==> src/rtl/ee354_move_seq.sv <==
// Move/spawn sequencer for a 2048-style game board.
// Turns button presses into board move requests. It spawns a tile after each
// move that changed the board, then checks for a win or a loss.
// A press that arrives while a transaction is in flight is held in a
// one-deep pending slot. A hung move or spawn engine is caught by a watchdog.
module ee354_move_seq #(
  parameter int unsigned TIMEOUT = 255
) (
  input  logic        Clk,
  input  logic        Reset,
  input  logic        up,
  input  logic        down,
  input  logic        left,
  input  logic        right,
  output logic        mv_start,
  output logic [1:0]  mv_dir,
  input  logic        mv_done,
  input  logic        mv_changed,
  output logic        sp_start,
  input  logic        sp_done,
  input  logic        tile_2048,
  input  logic        board_full,
  input  logic        can_merge,
  output logic        busy,
  output logic        q_win,
  output logic        q_lose,
  output logic        err,
  output logic [15:0] move_count
);

  localparam int unsigned CntW = (TIMEOUT < 2) ? 1 : $clog2(TIMEOUT + 1);
  localparam logic [CntW-1:0] CntLast = CntW'(TIMEOUT - 1);

  typedef enum logic [2:0] {
    StInit, StIdle, StMove, StSpawn, StCheck, StWin, StLose, StErr
  } state_e;

  state_e state_q, state_d;

  logic [3:0]      btn_prev_q;
  logic [3:0]      btn_now;
  logic [3:0]      btn_rise;
  logic            press_vld;
  logic [1:0]      press_dir;

  logic            pend_vld_q, pend_vld_d;
  logic [1:0]      pend_dir_q, pend_dir_d;
  logic [CntW-1:0] cnt_q;
  logic            mv_start_q, sp_start_q;
  logic [1:0]      mv_dir_q;
  logic [15:0]     count_q;
  logic            busy_q, win_q, lose_q, err_q;
  logic            busy_d, win_d, lose_d, err_d;

  logic            issue;
  logic [1:0]      issue_dir;
  logic            spawn_go;
  logic            move_inc;
  logic            mv_done_ok, sp_done_ok, timed_out;

  assign btn_now  = {up, down, left, right};
  assign btn_rise = btn_now & ~btn_prev_q;

  // Previous button levels; reset to 1 so a button held through reset is not a press.
  always_ff @(posedge Clk or posedge Reset) begin
    if (Reset) begin
      btn_prev_q <= 4'b1111;
    end else begin
      btn_prev_q <= btn_now;
    end
  end

  // Priority-encode simultaneous presses: up > down > left > right.
  always_comb begin
    press_vld = |btn_rise;
    press_dir = 2'b00;
    if (btn_rise[3])      press_dir = 2'b00;
    else if (btn_rise[2]) press_dir = 2'b01;
    else if (btn_rise[1]) press_dir = 2'b10;
    else if (btn_rise[0]) press_dir = 2'b11;
  end

  // Done pulses coincident with the start pulse are ignored.
  assign mv_done_ok = mv_done & ~mv_start_q;
  assign sp_done_ok = sp_done & ~sp_start_q;
  assign timed_out  = (cnt_q == CntLast);

  // State register.
  always_ff @(posedge Clk or posedge Reset) begin
    if (Reset) begin
      state_q <= StInit;
    end else begin
      state_q <= state_d;
    end
  end

  // Next-state logic plus the handshake decisions that go with each transition.
  always_comb begin
    state_d    = state_q;
    issue      = 1'b0;
    issue_dir  = press_dir;
    spawn_go   = 1'b0;
    move_inc   = 1'b0;
    pend_vld_d = pend_vld_q;
    pend_dir_d = pend_dir_q;

    if (state_q == StIdle) begin
      pend_vld_d = 1'b0;
    end else if (press_vld && !pend_vld_q) begin
      pend_vld_d = 1'b1;
      pend_dir_d = press_dir;
    end

    unique case (state_q)
      StInit: begin
        state_d  = StSpawn;
        spawn_go = 1'b1;
      end
      StIdle: begin
        if (pend_vld_q) begin
          issue     = 1'b1;
          issue_dir = pend_dir_q;
        end else if (press_vld) begin
          issue = 1'b1;
        end
        if (issue) state_d = StMove;
      end
      StMove: begin
        if (mv_done_ok) begin
          if (mv_changed) begin
            state_d  = StSpawn;
            spawn_go = 1'b1;
            move_inc = 1'b1;
          end else begin
            state_d = StCheck;
          end
        end else if (timed_out) begin
          state_d = StErr;
        end
      end
      StSpawn: begin
        if (sp_done_ok)     state_d = StCheck;
        else if (timed_out) state_d = StErr;
      end
      StCheck: begin
        if (tile_2048)                     state_d = StWin;
        else if (board_full && !can_merge) state_d = StLose;
        else                               state_d = StIdle;
      end
      StWin, StLose, StErr: state_d = state_q;
      default: state_d = StInit;
    endcase
  end

  // Status outputs follow the state being entered, so they line up with the state itself.
  always_comb begin
    busy_d = (state_d == StInit) || (state_d == StMove) ||
             (state_d == StSpawn) || (state_d == StCheck);
    win_d  = (state_d == StWin);
    lose_d = (state_d == StLose);
    err_d  = (state_d == StErr);
  end

  // Datapath: start pulses, direction hold, watchdog, pending slot, move counter.
  always_ff @(posedge Clk or posedge Reset) begin
    if (Reset) begin
      mv_start_q <= 1'b0;
      sp_start_q <= 1'b0;
      mv_dir_q   <= 2'b00;
      cnt_q      <= '0;
      pend_vld_q <= 1'b0;
      pend_dir_q <= 2'b00;
      count_q    <= 16'h0000;
      busy_q     <= 1'b0;
      win_q      <= 1'b0;
      lose_q     <= 1'b0;
      err_q      <= 1'b0;
    end else begin
      mv_start_q <= issue;
      sp_start_q <= spawn_go;
      if (issue) mv_dir_q <= issue_dir;
      if (issue || spawn_go) begin
        cnt_q <= '0;
      end else if (state_q == StMove || state_q == StSpawn) begin
        cnt_q <= cnt_q + 1'b1;
      end
      pend_vld_q <= pend_vld_d;
      pend_dir_q <= pend_dir_d;
      if (move_inc && count_q != 16'hFFFF) count_q <= count_q + 16'h0001;
      busy_q     <= busy_d;
      win_q      <= win_d;
      lose_q     <= lose_d;
      err_q      <= err_d;
    end
  end

  assign mv_start   = mv_start_q;
  assign sp_start   = sp_start_q;
  assign mv_dir     = mv_dir_q;
  assign move_count = count_q;
  assign busy       = busy_q;
  assign q_win      = win_q;
  assign q_lose     = lose_q;
  assign err        = err_q;

endmodule

==> config.mk <==
export PLATFORM = sky130hd
export DESIGN_NAME = ee354_move_seq
export DESIGN_NICKNAME = d
export VERILOG_FILES = /design/src/rtl/ee354_move_seq.sv
export SDC_FILE = /design/constraint.sdc
export NUM_CORES = 1
export LEC_CHECK = 0
export BUFFER_PORTS_ARGS = -buffer_cell sky130_fd_sc_hd__buf_4
export CAP_MARGIN = 20
export CORE_ASPECT_RATIO = 1.2
export CORE_MARGIN = 5
export CORE_UTILIZATION = 49
export DETAILED_ROUTE_END_ITERATION = 10
export GPL_TIMING_DRIVEN = 1
export PLACE_DENSITY_LB_ADDON = 0.08
export SYNTH_ARGS = -nofsm -noshare
export SYNTH_HDL_FRONTEND = slang
export SYNTH_SLANG_ARGS = --single-unit
==> constraint.sdc <==
create_clock -name Clk -period 1.7 [get_ports Clk]
set_input_delay 0.34 -clock Clk [delete_from_list [all_inputs] [get_ports Clk]]
set_output_delay 0.34 -clock Clk [all_outputs]
set_load 0.005 [all_outputs]
==> impl_metrics.json, run 1 <==
{
  "detailedPlace.worstSlack_ns": -0.0562,
  "clk_latency_ns": 0.30,
  "antenna_left": 0,
  "slew_viol_final": 0,
  "layout.nets": 277,
  "placed_area_sq_um": 2580,
  "yosysTopAreaCell": "dfrtp_1",
  "final_util_pct": 69.0,
  "detail_route.drc_violations": 0,
  "wl_per_cell_um": 13.8,
  "antenna_found_initial": 0,
  "p_comb_share_pct": 38.1,
  "period_needed_ns": 1.76,
  "syn_area_sq_um": 1990,
  "fin_skew_ns": 0.00883,
  "hpwl_mm": 3.44,
  "reg2reg_slack_ns": -0.06,
  "timing.critical_path.arrival_ns": 1.94,
  "slew_headroom_pct": 69.2,
  "p_leak_nw": 1.33,
  "synth_area_per_cell_sq_um": 10.7,
  "post-route-cell-area_sq_um": 2720,
  "internal-power_mw": 2.38,
  "yosysWarnings": 0,
  "path_clk_slew_ns": 0.08,
  "grt_overflow": 0,
  "fin_hold_ws_ns": 0.0521,
  "grt_max_degree": 19,
  "synth_top_area_share_pct": 47.7,
  "worstMarginPinSlew_ns": 0.462,
  "root_buffer": "clkbuf_8",
  "syn_to_final_growth_pct": 36.3,
  "clock_path_buffers": 2,
  "fin_ws_ns": -0.0572,
  "seqPwrFrac_pct": 39.4,
  "diodes": 0,
  "crit_path_max_fanout": 5,
  "first_iter_violations": 77,
  "ys_seq_area_share_pct": 52.9,
  "end_kind": "flip-flop",
  "cts_tree": "built",
  "syn-num-nets": 202,
  "crit_path_start_kind": "flip-flop",
  "hold_buffers": 0,
  "start_util_pct": 50.6,
  "period_share_pct": 103,
  "drive_above_1_share_pct": 37.3,
  "grt_use_total_pct": 18.3,
  "synthTopCellsByArea": "dfrtp_1 (48%), xnor2_1 (6.6%), dfstp_2 (5.3%)",
  "cts_made_buffers": 5,
  "placementRows": 25,
  "violations": "negative setup slack",
  "ioPinCount": 36,
  "routed_wl_mm": 4.36,
  "hold_viol": 0,
  "die_area_sq_um": 5450,
  "die_y_um": 79.9,
  "hold_class": "in2async",
  "fp.dieW_um": 68.2,
  "dr.pass1.iters": 6,
  "place_congestion": 0.796,
  "crit_type": "reg2reg",
  "cts-htree-levels": 2,
  "grt_pass1_vias": 1736,
  "critPathRequiredTime_ns": 1.88,
  "vias": 1624,
  "core_sq_um": 3940,
  "max_freq_ghz": 0.569,
  "ys_ff_latch": 42,
  "netSwitchingFraction_pct": 32.4,
  "clkSinkCount": 42,
  "cellPowerDensity_nw_per_um2": 1300,
  "grt_first_pass_wirelength_mm": 7.67,
  "synthCells": 187,
  "p_sw_mw": 1.14,
  "ys_types": 41,
  "vdd_drop_max_mv": 0.938,
  "portBuffers": 35,
  "clockPowerShare_pct": 22.5,
  "vias_per_cell": 5.12,
  "cap_violations": 0,
  "rsz0062_at_grt": "true",
  "setup_viol": 7,
  "status": "finished with violations"
}
-- power by group through the flow --
stage          registers [mW]  logic [mW]  clock network [mW]
6_report                 1.39        1.35               0.793
5_1_grt                  1.42        1.52               0.856
4_1_cts                  1.39        1.33               0.817
3_5_place_dp             1.40        1.30                   0
3_3_place_gp             1.39        1.24                   0
2_1_floorplan            1.39       0.710                   0
-- final cells by class --
class,count,area (sq um)
Fill cell,328,1220
Sequential cell,42,1060
Multi-Input combinational cell,133,906
Timing Repair Buffer,73,548
Clock buffer,5,68.8
Tap cell,54,67.6
Clock inverter,3,43.8
Inverter,7,26.3
-- synthesized netlist by cell type, drive strengths merged --
cell type  instances
buf                3
or3                1
a21oi              7
o211ai             1
nor3b              2
o211a              1
nand4             11
dfstp              4
nand2b             7
a21boi             1
a2bb2oi            1
nor2              16
and2               1
ha                 3
a211oi             3
o41ai              1
a31oi              1
or2                1
a222oi             1
nand3              6
o21ai              5
xnor2             15
dfrtp             38
nor2b              5
and3               9
o22ai              2
nor3               3
and4               1
o311ai             1
clkbuf             2
o31ai              1
xor2               7
nand3b             1
inv                7
mux2               2
a2111oi            1
nand2             14
o21bai             1
-- final timing paths --
| check | from | end | cells after the start |
|---|---|---|---|
| min reg2reg | move_count[8]$_DFFE_PP0P_ | move_count[8]$_DFFE_PP0P_ | 1 |
| max | mv_start$_DFF_PP0_ | move_count[11]$_DFFE_PP0P_ | 5 |
| min | Reset | sp_start$_DFF_PP0_ | 2 |
| max in group asynchronous | Reset | state_q[1]$_DFF_PP0_ | 3 |
| min in group Clk | up | btn_prev_q[3]$_DFF_PP1_ | 1 |
| max reg2reg | mv_start$_DFF_PP0_ | move_count[11]$_DFFE_PP0P_ | 5 |
-- per-stage QoR --
step / power (mW) / cells / TNS, ns
2_1_floorplan: 2.10 / 187 / -0.0260
3_3_place_gp: 2.64 / 308 / 0
3_5_place_dp: 2.70 / 308 / -0.215
4_1_cts: 3.53 / 316 / -0.294
5_1_grt: 3.80 / 317 / -1.62
6_report: 3.53 / 317 / -0.140
-- registers in the layout, indices dropped and copies added, names as in the netlist --
signal and count:
q_win 1, btn_prev_q 4, mv_dir 2, err 1, move_count 16, state_q 3
pend_dir_q 2, mv_start 1, busy 1, sp_start 1, pend_vld_q 1, cnt_q 8
q_lose 1
-- what timing repair did --
item	4_1_cts	5_1_grt
pin swaps	3	5
cloned	0	0
setup buffers	0	1
resized for setup	2	3
hold endpoints to repair	0	0
setup endpoints to repair	13	23
-- critical path, cell delays in order (launching register included) --
cell and delay, ns:
dfrtp_1 0.38, nand3b_1 0.20, or3_4 0.42, a2111oi_4 0.33, nand4_1 0.17, xnor2_1 0.14
-- per-layer routing --
| metal | share of wire, % | wire length (um) | vias up | track usage (%) |
|---|---|---|---|---|
| met5 | 0 | 0 | - | 0 |
| met4 | 1.3 | 58 | 0 | 6.76 |
| met3 | 5.4 | 236 | 6 | 4.65 |
| met2 | 52 | 2260 | 45 | 31.0 |
| met1 | 42 | 1810 | 771 | 21.9 |
| li1 | - | - | 802 | - |
-- cell usage in the layout (no fill, tap or decap), drive strengths merged, types with 6 or more instances in the layout --
master	count
a21oi	7
and3	9
buf	73
dfrtp	38
inv	8
nand2	14
nand2b	7
nand3	6
nand4	11
nor2	16
xnor2	15
xor2	7
-- logic make-up (layout without fill, tap and decap cells) --
| group | after synthesis | in the layout | synth area share (%) |
|---|---|---|---|
| multiplexers | 2 | 2 | 1.13 |
| XOR/XNOR | 22 | 22 | 9.66 |
| AND/OR/NAND/NOR | 78 | 78 | 21.3 |
| adder cells (fa/ha/maj) | 3 | 3 | 1.88 |
| flip-flops | 42 | 42 | 52.9 |
| AO/OA/AOI/OAI | 28 | 28 | 10.3 |
| buffers and inverters | 12 | 88 | 2.76 |
Note: power is estimated with default switching activity, not from simulation.
==> inputs of run 2 (changes only) <==
--- a/config.mk
+++ b/config.mk
@@ -5,14 +5,16 @@
 export SDC_FILE = /design/constraint.sdc
 export NUM_CORES = 1
 export LEC_CHECK = 0
+export ABC_AREA = 1
 export BUFFER_PORTS_ARGS = -buffer_cell sky130_fd_sc_hd__buf_4
 export CAP_MARGIN = 20
 export CORE_ASPECT_RATIO = 1.2
 export CORE_MARGIN = 5
-export CORE_UTILIZATION = 49
+export CORE_UTILIZATION = 51
 export DETAILED_ROUTE_END_ITERATION = 10
 export GPL_TIMING_DRIVEN = 1
 export PLACE_DENSITY_LB_ADDON = 0.08
+export SLEW_MARGIN = 20
 export SYNTH_ARGS = -nofsm -noshare
 export SYNTH_HDL_FRONTEND = slang
 export SYNTH_SLANG_ARGS = --single-unit
==> run 2 against run 1 <==
  * The run now ends clean
  * Critical path type unchanged
  * Fmax grew 12%
  * Die area grew 16%
  * Core utilization shrank 5.1 points
  * First-iteration DRC count grew 17%
  * Clock skew is essentially flat
  * Wire length grew 19%
==> impl_metrics.json, run 2 <==
{
  "status": "completed",
  "placed_area_sq_um": 2830,
  "syn_area_sq_um": 2470,
  "cellPowerDensity_nw_per_um2": 646,
  "fin_skew_ns": 0.00851,
  "r2r-start": "btn_prev_q[3]$_DFF_PP1_",
  "period_share_pct": 92.3,
  "clock_path_buffers": 2,
  "ioPinCount": 36,
  "post-cts-setup-buffer-count": 0,
  "placementRows": 27,
  "crit_end": "cnt_q[2]$_DFFE_PP0P_",
  "clk_latency_ns": 0.29,
  "clkSinkCount": 42,
  "grt_use_total_pct": 17.4,
  "core_sq_um": 4630,
  "grt_max_degree": 43,
  "detail_route.drc_violations": 0,
  "synth_area_per_cell_sq_um": 7.60,
  "cts-htree-levels": 2,
  "vias": 2093,
  "diodes": 0,
  "start_util_pct": 53.4,
  "detailedPlace.worstSlack_ns": 0.0535,
  "critPathRequiredTime_ns": 1.93,
  "crit_chain": "inv_1 -> nand2_1 -> nand2_1 -> nor2_2 -> nand2_1 -> nand2_2 -> nand2_2 -> nor2_2 -> nand2_1 -> nand2_1",
  "cp_slowest_stage_delay_ns": 0.52,
  "die_area_sq_um": 6340,
  "post-route-cell-area_sq_um": 2950,
  "cts_made_buffers": 5,
  "cap_violations": 0,
  "synthArstFlopShare_pct": 100,
  "first_iter_violations": 90,
  "grt_overflow": 0,
  "crit_buf_inv": 1,
  "yosysWarnings": 0,
  "setup_viol": 0,
  "worstMarginPinSlew_ns": 0.507,
  "post-synth-top-count-cell": "nand2_1",
  "largest_reg_flops": 16,
  "cpMostUsedCell": "nand2_1",
  "path_clk_slew_ns": 0.08,
  "synthCells": 325,
  "slew_viol_final": 0,
  "fp.dieW_um": 73.5,
  "path_delay_family": "simple AND/OR/NAND/NOR gates",
  "grt_pass1_vias": 2097,
  "timing.critical_path.arrival_ns": 1.80,
  "place_congestion": 0.870,
  "synth_flop_cell": "dfrtp_1",
  "hpwl_mm": 3.93,
  "portBuffers": 35,
  "p_leak_nw": 1.56,
  "ys_top_cells_by_count": "nand2_1 (104), dfrtp_1 (38), nor2_1 (38)",
  "final_util_pct": 63.8,
  "syn-num-nets": 340,
  "grt_first_pass_wirelength_mm": 8.79,
  "crit_type": "reg2reg",
  "routed_wl_mm": 5.19,
  "synth_top_area_share_pct": 38.5,
  "antenna_found_initial": 0,
  "synth_edf_count": 0,
  "antenna_left": 0,
  "crit_path_start_kind": "flip-flop",
  "layout_common_cells": "nand2_1 (103), buf_4 (39), dfrtp_1 (38)",
  "reg2reg_slack_ns": 0.13,
  "hold_class": "in2async",
  "end_kind": "flip-flop",
  "wl_per_cell_um": 12.1,
  "hold_viol": 0,
  "crit_path_max_fanout": 6,
  "nFillCells": 429,
  "hold_buffers": 0,
  "vdd_drop_max_mv": 0.504,
  "dr.pass1.iters": 4,
  "period_needed_ns": 1.57,
  "die_y_um": 86.2,
  "ys_types": 33,
  "vias_per_cell": 4.88,
  "fin_ws_ns": 0.131,
  "synthTopCellsByArea": "dfrtp_1 (39%), nand2_1 (16%), nor2_1 (5.8%)",
  "r2r_end": "cnt_q[2]$_DFFE_PP0P_",
  "worstRegToRegCells": 10,
  "yosysTopAreaCell": "dfrtp_1",
  "syn_to_final_growth_pct": 19.6,
  "crit_slowest_cell": "dfstp_2",
  "root_buffer": "clkbuf_8",
  "final_common_cell": "nand2_1",
  "drive_above_1_share_pct": 22.6,
  "crit_start": "btn_prev_q[3]$_DFF_PP1_",
  "cts_tree": "built",
  "layout.nets": 385,
  "max_freq_ghz": 0.637,
  "path_depth": 10,
  "slew_headroom_pct": 65.9,
  "ys_seq_area_share_pct": 42.8,
  "ys_ff_latch": 42
}
-- run 2: cell types whose count changed after synthesis, moves of 4 or more --
cell | before | now
nand2_1 | 14 | 104
inv_1 | 7 | 34
nor2_1 | 16 | 38
nand3_1 | 6 | 22
nand2_2 | 0 | 13
and3_1 | 9 | 0
xnor2_1 | 15 | 6
nand2b_1 | 6 | 0
nor2b_1 | 5 | 0
inv_2 | 0 | 4
-- run 2: cell type report --
class / count / area [sq um] / share of cell area [%]
clock buffers: 7 / 86.3 / 2.92
repair buffers: 41 / 333 / 11.3
inverters: 41 / 161 / 5.46
well taps: 58 / 72.6 / 2.46
clock inverters: 1 / 30.0 / 1.02
flip-flops and latches: 42 / 1060 / 35.7
multi-input cells: 239 / 1210 / 41.1
-- run 2: cells by family (layout without fill, tap and decap cells) --
family                     Yosys count  after routing  synth area share (%)
and+or+nand+nor                    204            204                  38.4
buffers and inverters               44             90                  8.26
DFF                                 42             42                  42.8
AOI/OAI and AO/OA                   17             17                  3.75
xor gates and xnor gates            15             15                  5.32
adders and majority gates            3              3                  1.52
-- run 2: worst min-delay path by stage --
stage	start	cells after the start	slack, ns	to
detailed placement	Reset	3	0.43	move_count[11]$_DFFE_PP0P_
global route	Reset	3	0.12	move_count[11]$_DFFE_PP0P_
CTS	Reset	3	0.10	move_count[13]$_DFFE_PP0P_
global placement	Reset	3	0.42	move_count[12]$_DFFE_PP0P_
finish	Reset	3	0.10	move_count[11]$_DFFE_PP0P_
floorplan	right	0	0.34	btn_prev_q[0]$_DFF_PP1_
-- run 2: where the power goes --
part           internal [mW]  switching (mW)
combinational         0.0290          0.0449
clock                  0.479           0.347
sequential              1.01         0.00161
-- run 2: worst reg2reg max path, stage by stage (launching register included) --
cell	delay [ns]
dfstp_2	0.52
inv_1	0.03
nand2_1	0.09
nand2_1	0.11
nor2_2	0.17
nand2_1	0.09
nand2_2	0.11
nand2_2	0.11
nor2_2	0.15
nand2_1	0.07
nand2_1	0.06
-- run 2: metrics by stage --
| stage | TNS (ns) | power, mW | hold slack (ns) | std cells |
|---|---|---|---|---|
| after global placement | 0 | 1.10 | 0.422 | 421 |
| after floorplan | 0 | 1.06 | 0.344 | 325 |
| final | 0 | 1.91 | 0.101 | 429 |
| after detailed placement | 0 | 1.10 | 0.427 | 421 |
| after CTS | 0 | 1.94 | 0.104 | 429 |
| after global routing | -0.0365 | 1.98 | 0.121 | 429 |
-- run 2: timing repair --
item	CTS	global route
gates resized for setup	0	2
endpoints found under the setup margin	0	10
hold endpoints to repair	0	0
-- run 2: metal layers --
metal  track usage, %  vias up  wire (um)
li1                 -     1099          -
met1             19.5      948       2150
met2             31.3       42       2740
met3             4.18        4        269
met4             6.43        0         38
met5                0        -          0
==> inputs of run 3 (changes only) <==
--- a/config.mk
+++ b/config.mk
@@ -8,7 +8,6 @@
 export ABC_AREA = 1
 export BUFFER_PORTS_ARGS = -buffer_cell sky130_fd_sc_hd__buf_4
 export CAP_MARGIN = 20
-export CORE_ASPECT_RATIO = 1.2
 export CORE_MARGIN = 5
 export CORE_UTILIZATION = 51
 export DETAILED_ROUTE_END_ITERATION = 10
==> run 3 against run 2 <==
  * Clock-buffer cell count decreased by 2
  * Register-to-register slack better by 0.04 ns
  * Cell count rose by 2.3%
  * Sequential cell count did not move
  * Largest power group unchanged
  * First-iteration DRC count is 21% lower
  * Hold slack worse by 0.0012 ns
  * Critical path depth decreased by 1
  * Critical endpoint is now move_count[14]$_DFFE_PP0P_
  * Via count up 0.14%
  * Worst setup slack better by 0.042 ns
  * Wire length decreased by 5.1%
  * Clock power fell by 6.8%
  * Sequential share of layout area shrank 0.076 points
==> impl_metrics.json, run 3 (synthesis gave the netlist of run 2 again) <==
{
  "cap_violations": 0,
  "clockPowerShare_pct": 41.6,
  "period_share_pct": 89.8,
  "grt_use_total_pct": 17.7,
  "largest_reg_flops": 16,
  "period_needed_ns": 1.53,
  "fp.dieW_um": 79.6,
  "status": "completed",
  "netSwitchingFraction_pct": 20.8,
  "first_iter_violations": 71,
  "cp_slowest_stage_delay_ns": 0.47,
  "crit_type": "reg2reg",
  "path_clk_slew_ns": 0.08,
  "worstMarginPinSlew_ns": 0.477,
  "hold_class": "in2async",
  "core_sq_um": 4720,
  "fin_hold_ws_ns": 0.0996,
  "cts_resized": 0,
  "start_util_pct": 52.3,
  "clkSinkCount": 42,
  "vias": 2096,
  "p_leak_nw": 1.57,
  "vdd_drop_max_mv": 0.471,
  "r2r-start": "state_q[2]$_DFF_PP0_",
  "p_sw_uw": 385,
  "crit_chain": "inv_4 -> nand2_4 -> inv_6 -> nand2_4 -> nor2_8 -> nand2_4 -> inv_2 -> nand2_1 -> nand2_1",
  "end_kind": "flip-flop",
  "clock_path_buffers": 2,
  "syn_to_final_growth_pct": 19.9,
  "cts_made_buffers": 5,
  "die_y_um": 79.6,
  "antenna_left": 0,
  "crit_slowest_cell": "dfrtp_1",
  "hold_buffers": 0,
  "cts-htree-levels": 2,
  "root_buffer": "clkbuf_8",
  "die_area_sq_um": 6330,
  "timing.critical_path.arrival_ns": 1.75,
  "grt_first_pass_wirelength_mm": 8.82,
  "final_common_cell": "nand2_1",
  "cpMostUsedCell": "nand2_4",
  "seqPwrFrac_pct": 54.4,
  "detail_route.drc_violations": 0,
  "crit_path_start_kind": "flip-flop",
  "fin_skew_ns": 0.0111,
  "layout_common_cells": "nand2_1 (104), buf_4 (40), nor2_1 (38), dfrtp_1 (38), inv_1 (34)",
  "critPathRequiredTime_ns": 1.93,
  "slew_viol_final": 0,
  "hpwl_mm": 3.80,
  "ioPinCount": 36,
  "setup_viol": 0,
  "drive_above_1_share_pct": 22.6,
  "cellPowerDensity_nw_per_um2": 627,
  "placementRows": 25,
  "clk_latency_ns": 0.29,
  "dr.pass1.iters": 4,
  "portBuffers": 35,
  "diodes": 0,
  "antenna_found_initial": 0,
  "totalPowerFinal_mw": 1.85,
  "grt_max_degree": 43,
  "post-cts-setup-buffer-count": 0,
  "grt_overflow": 0,
  "internal-power_mw": 1.47,
  "rsz0062_at_grt": "false",
  "hold_viol": 0,
  "slew_headroom_pct": 67.9,
  "crit_path_max_fanout": 13,
  "tns_ns": 0,
  "layout.nets": 386,
  "p_comb_share_pct": 4.1,
  "worstRegToRegCells": 9,
  "cts_tree": "built",
  "grt_pass1_vias": 1985,
  "routed_wl_mm": 4.93,
  "crit_start": "state_q[2]$_DFF_PP0_",
  "vias_per_cell": 4.77,
  "wl_per_cell_um": 11.2,
  "place_congestion": 0.889,
  "max_freq_ghz": 0.655
}
## run 3: changes by cell type in the layout (fill, tap and decap cells not counted), sizes merged
cell / previous run / this run
buf: 41 / 42
clkinv: 1 / 3
clkbuf: 7 / 5
## run 3: final timing paths
path	to	slack (ns)
max	move_count[14]$_DFFE_PP0P_	0.17
min	move_count[5]$_DFFE_PP0P_	0.1
max reg2reg	move_count[14]$_DFFE_PP0P_	0.17
min reg2reg	mv_dir[0]$_DFFE_PP0P_	0.48
max in group asynchronous	btn_prev_q[1]$_DFF_PP1_	1.34
min in group Clk	btn_prev_q[3]$_DFF_PP1_	0.16
## run 3: worst max-delay path: cells and delay by family, from the launching register on
kind          cells  cell delay (ns)
simple gates      6             0.56
flops             1             0.47
buf+inv           3             0.43
## run 3: power by group through the flow
stage | sequential (mW) | clock (mW) | combinational (mW)
global route | 1.01 | 0.862 | 0.0883
detailed placement | 1.03 | 0 | 0.0780
floorplan | 1.03 | 0 | 0.0365
global placement | 1.03 | 0 | 0.0768
finish | 1.01 | 0.771 | 0.0757
CTS | 1.01 | 0.802 | 0.0782
## run 3: metrics by stage
stage	instances	util (%)	instance area, sq um	setup slack, ns
floorplan	325	-	2470	0.232
global placement	431	60.4	2850	0.178
detailed placement	431	60.4	2850	0.162
CTS	439	62.7	2960	0.147
global route	439	62.7	2960	0.0131
finish	439	62.7	2960	0.173
## run 3: layer usage
metal  global-route usage [%]  part of all wire, %  up-vias
met1                     21.9                   45      938
met4                     5.84                  1.8        0
met5                        0                    0        -
met3                     4.18                  4.8       10
li1                         -                    -     1101
met2                     30.1                   49       47
## run 3: area by class of cell
| type | count | area (sq um) |
|---|---|---|
| sequential | 42 | 1060 |
| clock buffer | 5 | 68.8 |
| multi-input combinational | 239 | 1210 |
| fill | 406 | 1760 |
| timing repair buffer | 42 | 340 |
| inverter | 41 | 161 |
| clock inverter | 3 | 40.0 |
| tap | 67 | 83.8 |
